==> config.mk <==
export PLATFORM = sky130hd
export DESIGN_NAME = vrf_wb_arbiter
export DESIGN_NICKNAME = d
export VERILOG_FILES = /design/src/rtl/rrv64_core_vec_param_pkg.sv /design/src/rtl/vrf_wb_fifo.sv /design/src/rtl/vrf_wb_arbiter.sv
export SDC_FILE = /design/constraint.sdc
export NUM_CORES = 1
export LEC_CHECK = 0
export CORE_MARGIN = 2
export CORE_UTILIZATION = 35
export CTS_CLUSTER_SIZE = 8
export DETAILED_ROUTE_END_ITERATION = 10
export GPL_TIMING_DRIVEN = 0
export PLACE_DENSITY_LB_ADDON = 0.1
export SYNTH_ARGS = -nofsm -noshare
export SYNTH_HDL_FRONTEND = slang
export SYNTH_SLANG_ARGS = --single-unit
==> constraint.sdc <==
create_clock -name clk -period 10.81 [get_ports clk]
set_input_delay 3.243 -clock clk [delete_from_list [all_inputs] [get_ports clk]]
set_output_delay 3.243 -clock clk [all_outputs]
set_load 0.02 [all_outputs]
==> src/rtl/rrv64_core_vec_param_pkg.sv <==
// Vector core parameters shared by the regfile writeback path.
// Holds the writeback entry layout used by the arbiter and its buffers.
package rrv64_core_vec_param_pkg;

    localparam int VREG_ADDR_WIDTH = 6;
    localparam int VFULEN          = 64;
    localparam int VRF_WPORT_NUM   = 2;

    typedef struct packed {
        logic [VREG_ADDR_WIDTH-1:0] waddr;
        logic [VFULEN-1:0]          wmask;
        logic [VFULEN-1:0]          wdata;
    } vrf_wb_entry_t;

endpackage

==> src/rtl/vrf_wb_fifo.sv <==
// In-order writeback buffer for one functional-unit source.
// Head is read combinationally; a full buffer refuses pushes outright.
module vrf_wb_fifo
    import rrv64_core_vec_param_pkg::*;
#(
    parameter int DEPTH = 4
) (
    input  logic          clk_i,
    input  logic          rstn_i,
    input  logic          push_i,
    input  vrf_wb_entry_t din_i,
    input  logic          pop_i,
    output vrf_wb_entry_t dout_o,
    output logic          full_o,
    output logic          empty_o
);

    localparam int AW = $clog2(DEPTH);

    vrf_wb_entry_t mem_q [DEPTH];
    logic [AW-1:0] wptr_q, wptr_d;
    logic [AW-1:0] rptr_q, rptr_d;
    logic [AW:0]   cnt_q, cnt_d;
    logic          do_push, do_pop;

    assign full_o  = (cnt_q == (AW+1)'(DEPTH));
    assign empty_o = (cnt_q == '0);
    assign do_push = push_i & ~full_o;
    assign do_pop  = pop_i & ~empty_o;
    assign dout_o  = mem_q[rptr_q];

    // Pointer and occupancy next state; pointers wrap on power-of-two depth.
    always_comb begin
        wptr_d = wptr_q + AW'(do_push);
        rptr_d = rptr_q + AW'(do_pop);
        cnt_d  = cnt_q + (AW+1)'(do_push) - (AW+1)'(do_pop);
    end

    // Control state register; reset drops every buffered entry.
    always_ff @(posedge clk_i or negedge rstn_i) begin
        if (!rstn_i) begin
            wptr_q <= '0;
            rptr_q <= '0;
            cnt_q  <= '0;
        end else begin
            wptr_q <= wptr_d;
            rptr_q <= rptr_d;
            cnt_q  <= cnt_d;
        end
    end

    // Entry storage; contents are don't-care while the slot is unused.
    always_ff @(posedge clk_i) begin
        if (do_push) begin
            mem_q[wptr_q] <= din_i;
        end
    end

endmodule

==> src/rtl/vrf_wb_arbiter.sv <==
// Two-source vector regfile writeback arbiter.
// Port 0 wins same-address races; a starve counter lets port 1 through.
module vrf_wb_arbiter
    import rrv64_core_vec_param_pkg::*;
#(
    parameter int WB_FIFO_DEPTH = 4,
    parameter int STARVE_LIMIT  = 8
) (
    input  logic                       clk,
    input  logic                       rstn,
    input  logic                       src0_vld,
    output logic                       src0_rdy,
    input  logic [VREG_ADDR_WIDTH-1:0] src0_waddr,
    input  logic [VFULEN-1:0]          src0_wmask,
    input  logic [VFULEN-1:0]          src0_wdata,
    input  logic                       src1_vld,
    output logic                       src1_rdy,
    input  logic [VREG_ADDR_WIDTH-1:0] src1_waddr,
    input  logic [VFULEN-1:0]          src1_wmask,
    input  logic [VFULEN-1:0]          src1_wdata,
    output logic                       wr0_vld,
    output logic                       wr1_vld,
    input  logic                       wr0_conflict,
    input  logic                       wr1_conflict,
    output logic [VREG_ADDR_WIDTH-1:0] waddr0,
    output logic [VREG_ADDR_WIDTH-1:0] waddr1,
    output logic [VFULEN-1:0]          wmask0,
    output logic [VFULEN-1:0]          wmask1,
    output logic [VFULEN-1:0]          wdata0,
    output logic [VFULEN-1:0]          wdata1,
    output logic                       idle
);

    localparam int            CW    = $clog2(STARVE_LIMIT + 1);
    localparam logic [CW-1:0] LIMIT = CW'(STARVE_LIMIT);

    vrf_wb_entry_t             din0, din1, head0, head1;
    logic                      full0, full1, empty0, empty1;
    logic [VRF_WPORT_NUM-1:0]  wr_vld, wr_pop;
    logic                      addr_hit, yield_now;
    logic [CW-1:0]             starve_q, starve_d;
    logic                      yield_q, yield_d;

    assign din0 = '{waddr: src0_waddr, wmask: src0_wmask, wdata: src0_wdata};
    assign din1 = '{waddr: src1_waddr, wmask: src1_wmask, wdata: src1_wdata};

    vrf_wb_fifo #(.DEPTH(WB_FIFO_DEPTH)) u_fifo0 (
        .clk_i   (clk),
        .rstn_i  (rstn),
        .push_i  (src0_vld),
        .din_i   (din0),
        .pop_i   (wr_pop[0]),
        .dout_o  (head0),
        .full_o  (full0),
        .empty_o (empty0)
    );

    vrf_wb_fifo #(.DEPTH(WB_FIFO_DEPTH)) u_fifo1 (
        .clk_i   (clk),
        .rstn_i  (rstn),
        .push_i  (src1_vld),
        .din_i   (din1),
        .pop_i   (wr_pop[1]),
        .dout_o  (head1),
        .full_o  (full1),
        .empty_o (empty1)
    );

    assign src0_rdy = ~full0;
    assign src1_rdy = ~full1;
    assign idle     = empty0 & empty1;

    // Port 0 steps aside for a single cycle once port 1 has starved long enough.
    assign yield_now = (starve_q == LIMIT) & ~yield_q;
    assign addr_hit  = ~empty0 & ~empty1 & (head0.waddr == head1.waddr);
    assign wr_vld[0] = ~empty0 & ~yield_now;
    assign wr_vld[1] = ~empty1 & ~(addr_hit & wr_vld[0]);
    assign wr_pop[0] = wr_vld[0] & ~wr0_conflict;
    assign wr_pop[1] = wr_vld[1] & ~wr1_conflict;

    assign wr0_vld = wr_vld[0];
    assign wr1_vld = wr_vld[1];
    assign waddr0  = wr_vld[0] ? head0.waddr : '0;
    assign wmask0  = wr_vld[0] ? head0.wmask : '0;
    assign wdata0  = wr_vld[0] ? head0.wdata : '0;
    assign waddr1  = wr_vld[1] ? head1.waddr : '0;
    assign wmask1  = wr_vld[1] ? head1.wmask : '0;
    assign wdata1  = wr_vld[1] ? head1.wdata : '0;

    // Starve counter and yield-taken flag next state.
    always_comb begin
        starve_d = starve_q;
        yield_d  = yield_q;
        if (wr_pop[1] | empty1) begin
            starve_d = '0;
            yield_d  = 1'b0;
        end else begin
            if (yield_now) begin
                yield_d = 1'b1;
            end
            if (wr_vld[1] & wr1_conflict & (starve_q != LIMIT)) begin
                starve_d = starve_q + CW'(1);
            end
        end
    end

    // Starvation tracking registers.
    always_ff @(posedge clk or negedge rstn) begin
        if (!rstn) begin
            starve_q <= '0;
            yield_q  <= 1'b0;
        end else begin
            starve_q <= starve_d;
            yield_q  <= yield_d;
        end
    end

endmodule

[Word-level counts from Yosys, hierarchy flattened]
Memory sizes are Yosys's and may differ from the RTL's.
Index checks and enable logic that the tools add are counted.
Word-level totals
  input bits: 274
  bits in writable memories: 1072
  memories kept: 2
  output and inout bits: 273
  bits in registers: 19
  word-level logic and storage cells: 67
Memory list
  u_fifo0.mem_q: depth 4, bits a word 134, rd ports 1, clocked after Yosys merged registers in 0, wr ports 1, line vrf_wb_fifo.sv:20  | vrf_wb_entry_t mem_q [DEPTH];
  u_fifo1.mem_q: depth 4, bits a word 134, rd ports 1, clocked after Yosys merged registers in 0, wr ports 1, line vrf_wb_fifo.sv:20
Operators by class
  add/subtract/negate cells: 9
  muxes and demuxes: 14
  reductions and logical operators: 4
  bitwise logic cells: 25
  eq/ne operators: 5
Operators by type and width (number)
  two-way mux 64 bit: 4
  AND 1 bit: 15
  two-way mux 6 bit: 2
  inverter 1 bit: 9
  adder 2 x 1 -> 2 bit: 4
  two-way mux 4 bit: 2
  adder 3 x 1 -> 3 bit: 2
  equality test 3 bit, second input constant: 2
  equality test 6 bit: 1
  zero test 3 bit: 2
  two-way mux 1 bit: 6
  subtractor 3 x 1 -> 3 bit: 2
  adder 4 x 1 -> 4 bit, second input constant: 1
  equality test 4 bit, second input constant: 1
  inequality test 4 bit, second input constant: 1
  nonzero test 2 bit: 2
  bitwise OR 1 bit: 1

[Longest topological paths before layout]
Gate-level depths: netlist (run 1).
  depth after elaboration: 11
  depth in mapped cells: 14
  mapped depth without buffers: 14

[Hierarchy]
A second synthesis (run 1) with hierarchy kept.
Second synthesis, totals
  cell total of the unflattened synthesis: 1808
  area total of the unflattened synthesis: 41651.2 µm²
By module, submodules not included
  vrf_wb_fifo at u_fifo1: instances 1, sequential area each 16270.6 µm², area each 19685.1 µm², cells an instance 731
  vrf_wb_fifo at u_fifo0: instances 1, sequential area each 16270.6 µm², area each 19682.6 µm², cells an instance 731
  vrf_wb_arbiter: instances 1, sequential area each 125.1 µm², area each 2283.4 µm², cells an instance 346

[Worst setup path after synthesis (run 1)]
No wires, ideal clock.
  path kind: input port to flip-flop
  start: in src0_vld
  end: mem u_fifo0.mem_q[0][0] (netlist name) (enable)
  required time: 9992 ps
  path buffers: 0
  cell stages on the path: 2
  setup time: 818 ps
  data arrival time: 13213 ps
  setup slack: -3221 ps
  path through: and2_0 nor3b_1
Between the ends
  word-level cells in the longest chain between the ends: 3
Ends and longest elaborated chain
  start, declared: line vrf_wb_arbiter.sv:11  | input logic src0_vld,
  AND 1 bit: line vrf_wb_fifo.sv:28  | assign do_push = push_i & ~full_o;
  two-way mux 1 bit: line vrf_wb_fifo.sv:54  | if (do_push) begin
  two-way mux 1 bit (not written as such): line vrf_wb_fifo.sv:55  | mem_q[wptr_q] <= din_i;
  end, declared: line vrf_wb_fifo.sv:20
No other way between the ends.

[Final worst setup path (run 1)]
  start: reg starve_q[0]
  end: out wdata0[24]
Between the ends
  word-level cells in the longest chain between the ends: 5
Ends and longest elaborated chain
  start, declared: line vrf_wb_arbiter.sv:41  | logic [CW-1:0] starve_q, starve_d;
  start signal, assigned: line vrf_wb_arbiter.sv:113  | starve_q <= starve_d;
  equality test 4 bit: line vrf_wb_arbiter.sv:74  | assign yield_now = (starve_q == LIMIT) & ~yield_q;
  AND 1 bit: line vrf_wb_arbiter.sv:74
  inverter 1 bit: line vrf_wb_arbiter.sv:76  | assign wr_vld[0] = ~empty0 & ~yield_now;
  AND 1 bit: line vrf_wb_arbiter.sv:76
  two-way mux 64 bit: line vrf_wb_arbiter.sv:85  | assign wdata0 = wr_vld[0] ? head0.wdata : '0;
  end, declared: line vrf_wb_arbiter.sv:29  | output logic [VFULEN-1:0] wdata0,
No other way between the ends.

==> impl_metrics.tcl, run 1 <==
set metrics [dict create \
    yosys_most_used_dff "edfxtp_1" \
    synthArstFlopShare 0.0174 \
    area_growth_pct 31.4 \
    arrival_ns 5.14 \
    power_density_nw_per_um2 314 \
    relSlewSlack 0.164 \
    rows 126 \
    cts_tree "done" \
    busiest_layer "met2" \
    grt_max_degree 45 \
    finalHoldViolations 0 \
    wirelength_mm 103 \
    clkPwrFrac 0.251 \
    drtIter0Drc 1057 \
    place.gp.congestion 0.705 \
    grtUsageMet2 0.292 \
    setup_tns_ns 0 \
    grt_usage 0.172 \
    clock_latency_ns 0.73 \
    status "complete, no violations" \
    synth.distinct_cells 36 \
    slew_viol_final 0 \
    ant_nets 0 \
    synth_fp_nets 2101 \
    finalCritPeriodShare 0.776 \
    die_x_um 348 \
    yosysSeqAreaShare 0.788 \
    vias 20300 \
    die_area_sq_um 121000 \
    dr.pass1.iters 5 \
    nNetsFinal 2859 \
    worstSetupPathType "reg -> out" \
    root_buffer "clkbuf_16" \
    ys_seq_elements 1091 \
    peakVddDrop_v 0.000203 \
    cp-end-kind "primary output" \
    mostFrequentLayoutCells "edfxtp_1 (1072), clkdlybuf4s50_1 (545), mux4_2 (268)" \
    io_pins 547 \
    port_buffers 545 \
    grt.overflow.total 0 \
    use_met1 0.206 \
    worstSetupStartpointType "register" \
    antenna_found_initial 24 \
    worstPathMaxFanout 10 \
    drt-vias-per-instance 4.89 \
    clockBufferDepth 3 \
    p_leak_nw 17.7 \
    synth_warnings 0 \
    syn_area_per_cell_sq_um 22.8 \
    clkSlewWorstSetupHoldPaths_ns 0.05 \
    wl_per_cell_um 24.8 \
    cp.required_ns 7.57 \
    rsz0062_at_grt "no" \
    fmax_ghz 0.119 \
    cts_made_buffers 155 \
    fin_util 0.462 \
    switching_share 0.329 \
    final_common_cell "edfxtp_1" \
    cap_viol_max_count 0 \
    hpwl_mm 70.8 \
    fin_crit_ns 8.39 \
    core_region_area_sq_um 118000 \
    grt_pass1_vias 22300 \
    setup_violations 0 \
    synth-edff-count 1072 \
    power.switching_mw 5.63 \
    p_int_mw 11.5 \
    power_frac_comb 0.412 \
    syn_inst 1816 \
    die_h_um 348 \
    drive_gt1_frac 0.207 \
    hold_buffers 0 \
    clock_sinks 1091 \
    syn_area_sq_um 41400 \
    seq_power_share 0.337 \
    fin_skew_ns 0.0381 \
    worst_pin_slew_ns 1.25 \
    cts_setup_buffers 0 \
    start_util 0.352 \
    met3_usage 0.0538 \
    post_cts_resized 0 \
    grt_pass1_wl_mm 151 \
    drcViolationCount 0 \
    min_path_type "reg -> reg" \
    htree_levels 4 \
]
-- metrics by stage --
| stage | area [sq um] | worst slack [ns] | hold WS, ns | power [mW] | cells |
|---|---|---|---|---|---|
| after floorplan | 41500 | 1.06 | 0.473 | 9.74 | 1816 |
| after global placement | 48800 | -5.41 | 0.482 | 13.1 | 3897 |
| after detailed placement | 50100 | 2.86 | 0.509 | 13.1 | 3953 |
| after CTS | 54400 | 2.03 | 0.520 | 17.5 | 4146 |
| after global routing | 54400 | 1.87 | 0.536 | 17.9 | 4150 |
| final | 54400 | 2.42 | 0.519 | 17.1 | 4153 |
-- cells in the mapped netlist (2+ instances only) --
library cell  number  area [sq um]
a2bb2oi_1          3          26.3
and2_1           134           838
and3_1             3          18.8
buf_1              6          22.5
buf_2             25           125
buf_6              6          67.6
clkbuf_1          54           203
dfrtp_1           19           475
edfxtp_1        1072         32200
fa_1               2          40.0
ha_1               9           113
inv_1             20          75.1
mux4_2           268          6040
nand2_1           11          41.3
nand3_1            2          10.0
nor2_1            14          52.6
nor2b_1          129           807
nor3_1             4          20.0
nor3b_1            2          15.0
o21ai_0            3          15.0
or3_1              2          12.5
xnor2_1           12           105
xor2_1             3          26.3
-- cell families (layout without fill, tap and decap cells) --
| family | count (synthesis) | in the layout | synth area share |
|---|---|---|---|
| other cells | 0 | 7 | 0 |
| mux | 268 | 268 | 0.146 |
| fa+ha+maj | 11 | 11 | 0.00368 |
| buf+inv | 111 | 905 | 0.0119 |
| compound gates | 14 | 14 | 0.00260 |
| flops | 1091 | 1091 | 0.788 |
| xor+xnor | 15 | 15 | 0.00317 |
| simple gates | 306 | 306 | 0.0448 |
-- power groups by stage --
stage / Clock (mW) / Sequential, mW / Combinational [mW]
6_report: 4.30 / 5.76 / 7.05
5_1_grt: 4.60 / 5.82 / 7.53
4_1_cts: 4.44 / 5.77 / 7.26
3_5_place_dp: 0 / 5.84 / 7.23
3_3_place_gp: 0 / 6.14 / 6.91
2_1_floorplan: 0 / 5.94 / 3.80
-- routing by layer --
metal / vias up / wire length [um]
met4: 26 / 2590
li1: 8931 / -
met3: 175 / 6630
met2: 522 / 53000
met5: - / 172
met1: 10700 / 40700
-- layout make-up --
cell class	instances	area, sq um
diodes	7	17.5
plain buffers	91	418
clock buffers	176	3970
clock inverters	17	315
fillers	9841	63300
inverters	20	75.1
multi-input cells	614	8350
flip-flops and latches	1091	32700
well taps	1536	1920
repair buffers	601	6720
-- critical path: stages (launching register included) --
cell	delay (ns)
dfrtp_1	0.41
inv_1	0.09
ha_1	0.22
nand3b_1	0.17
o32a_1	0.28
clkbuf_1	0.94
clkbuf_1	0.78
clkbuf_1	0.44
and2_1	0.42
clkdlybuf4s50_1	0.68
-- final timing paths --
check,start,end,slack (ns),depth (start not counted)
setup / recovery,starve_q[0],wdata0[24],2.42,9
hold / removal,u_fifo0.rptr_q[0],u_fifo0.rptr_q[0],0.52,1
min in group asynchronous,rstn,yield_q,3.04,1
hold reg to reg,u_fifo0.rptr_q[0],u_fifo0.rptr_q[0],0.52,1
setup reg to reg,starve_q[0],u_fifo0.cnt_q[2],6.25,14
max in group asynchronous,rstn,u_fifo1.cnt_q[1],7.19,1
-- flip-flops by register name, summed over array words and instances (netlist names) --
signal	cells
u_fifo0.cnt_q	3
starve_q	4
u_fifo0.mem_q	536
u_fifo0.rptr_q	2
u_fifo1.rptr_q	2
u_fifo1.mem_q	536
u_fifo1.wptr_q	2
u_fifo0.wptr_q	2
u_fifo1.cnt_q	3
yield_q	1
Note: power is estimated with default switching activity, not from simulation.
==> inputs of run 2 (changes only) <==
==> constraint.sdc (replaced) <==
create_clock -name clk -period 7.9 [get_ports clk]
set_input_delay 2.37 -clock clk [delete_from_list [all_inputs] [get_ports clk]]
set_output_delay 2.37 -clock clk [all_outputs]
set_load 0.02 [all_outputs]
==> impl_metrics.tcl, run 2 (synthesis results as in run 1) <==
set metrics [dict create \
    wl_per_cell_um 24.9 \
    path_delay_family "buffers and inverters" \
    io_pins 547 \
    fin_crit_ns 7.38 \
    dr.pass1.iters 4 \
    grt_max_degree 52 \
    root_buffer "clkbuf_16" \
    path_cells "clkbuf_1, mux4_2, xnor2_1, nand4_2, o21ai_2, buf_6, buf_6, nor2b_1, clkdlybuf4s50_1" \
    worstSetupPathType "reg -> out" \
    grt.overflow.total 0 \
    fin_util 0.461 \
    cp.buffers_inverters 4 \
    area_growth_pct 30.9 \
    clkSlewWorstSetupHoldPaths_ns 0.05 \
    worst_pin_slew_ns 1.28 \
    drcViolationCount 0 \
    vias 20400 \
    relSlewSlack 0.150 \
    port_buffers 545 \
    grt_pass1_wl_mm 150 \
    final_common_cell "edfxtp_1" \
    cts_made_buffers 154 \
    layout_setup_ws_ns 0.525 \
    rows 126 \
    hold_buffers 0 \
    ant_nets 0 \
    cap_viol_max_count 0 \
    worst_path_largest_cell_delay_ns 1.04 \
    place.gp.congestion 0.709 \
    die_area_sq_um 121000 \
    finalHoldViolations 0 \
    fmax_ghz 0.136 \
    worstSetupStartpointType "register" \
    die_x_um 348 \
    path_depth 9 \
    clock_sinks 1091 \
    cts_tree "done" \
    largestRegisters "u_fifo0.mem_q (536), u_fifo1.mem_q (536), starve_q (4)" \
    p_leak_nw 17.6 \
    power_density_nw_per_um2 429 \
    cp.required_ns 5.53 \
    rsz0062_at_grt "no" \
    hpwl_mm 70.7 \
    fin_skew_ns 0.0225 \
    arrival_ns 5.01 \
    nNetsFinal 2860 \
    cts_setup_buffers 0 \
    placed_cells 3955 \
    layout.cells.non_filler 4154 \
    setup_violations 0 \
    start_util 0.352 \
    cp-end-kind "primary output" \
    total_power_mw 23.3 \
    wirelength_mm 103 \
    num-fill-cells 9859 \
    dpl_worst_slack_ns 1.22 \
    slowest_stage "o21ai_2" \
    slew_viol_final 0 \
    drive_gt1_frac 0.205 \
    post_cts_resized 0 \
    min_path_cells 1 \
    drtIter0Drc 1145 \
    antenna_found_initial 27 \
    clockBufferDepth 3 \
    grt_usage 0.171 \
    mostFrequentLayoutCells "edfxtp_1 (1072), clkdlybuf4s50_1 (545), mux4_2 (268)" \
    grt_pass1_vias 22100 \
    peakVddDrop_v 0.000251 \
    status "complete, no violations" \
    min_path_type "reg -> reg" \
    cp_common_cell "buf_6" \
    worstPathMaxFanout 10 \
    core_region_area_sq_um 118000 \
    die_h_um 348 \
    htree_levels 4 \
    clock_latency_ns 0.74 \
    finalCritPeriodShare 0.934 \
    drt-vias-per-instance 4.92 \
    r2r_cells 14 \
]
## run 2: changes by cell type in the layout (fill, tap and decap cells not counted), moves of 2 or more
cell	delta
buf_8	+12
buf_16	-10
clkinv_16	-2
clkbuf_1	+2
## run 2: layer usage
| metal | share of wire | track usage | routed length, um | vias to the layer above |
|---|---|---|---|---|
| met5 | 0.0018 | 0 | 182 | - |
| met4 | 0.023 | 0.0603 | 2430 | 26 |
| met1 | 0.39 | 0.201 | 40000 | 10700 |
| li1 | - | - | - | 8933 |
| met3 | 0.066 | 0.0534 | 6820 | 174 |
| met2 | 0.52 | 0.293 | 54000 | 539 |
## run 2: power breakdown
part	leakage [nW]	internal, mW	total (mW)	switching (mW)
registers	10.0	7.64	7.88	0.244
clock network	2.04	3.51	5.82	2.30
logic	5.54	4.48	9.60	5.12
## run 2: stage by stage
stage / setup TNS (ns) / hold WS, ns / instance area, sq um
2_1_floorplan: -104.01 / 0.473 / 41500
3_3_place_gp: -3675.20 / 0.481 / 48800
3_5_place_dp: 0 / 0.488 / 50100
4_1_cts: 0 / 0.499 / 54200
5_1_grt: 0 / 0.532 / 54300
6_report: 0 / 0.493 / 54300
## run 2: layout make-up
class                      count  area, sq um  share of cell area
inverter                      20         75.1             0.00138
timing repair buffer         603         6620               0.122
clock inverter                13          200             0.00369
multi-input combinational    614         8350               0.154
clock buffer                 178         3990              0.0735
sequential                  1091        32700               0.602
buffer                        91          418             0.00770
tap                         1536         1920              0.0354
antenna                        8         20.0            0.000369
## run 2: path summary, 6_finish.rpt
kind	slack, ns	from	to
min	0.49	u_fifo0.rptr_q[0]	u_fifo0.rptr_q[0]
max reg2reg	3.63	starve_q[1]	u_fifo0.cnt_q[2]
max	0.52	u_fifo1.rptr_q[1]	wdata1[27]
max in group asynchronous	5.18	rstn	u_fifo0.wptr_q[0]
min reg2reg	0.49	u_fifo0.rptr_q[0]	u_fifo0.rptr_q[0]
min in group asynchronous	2.15	rstn	starve_q[1]
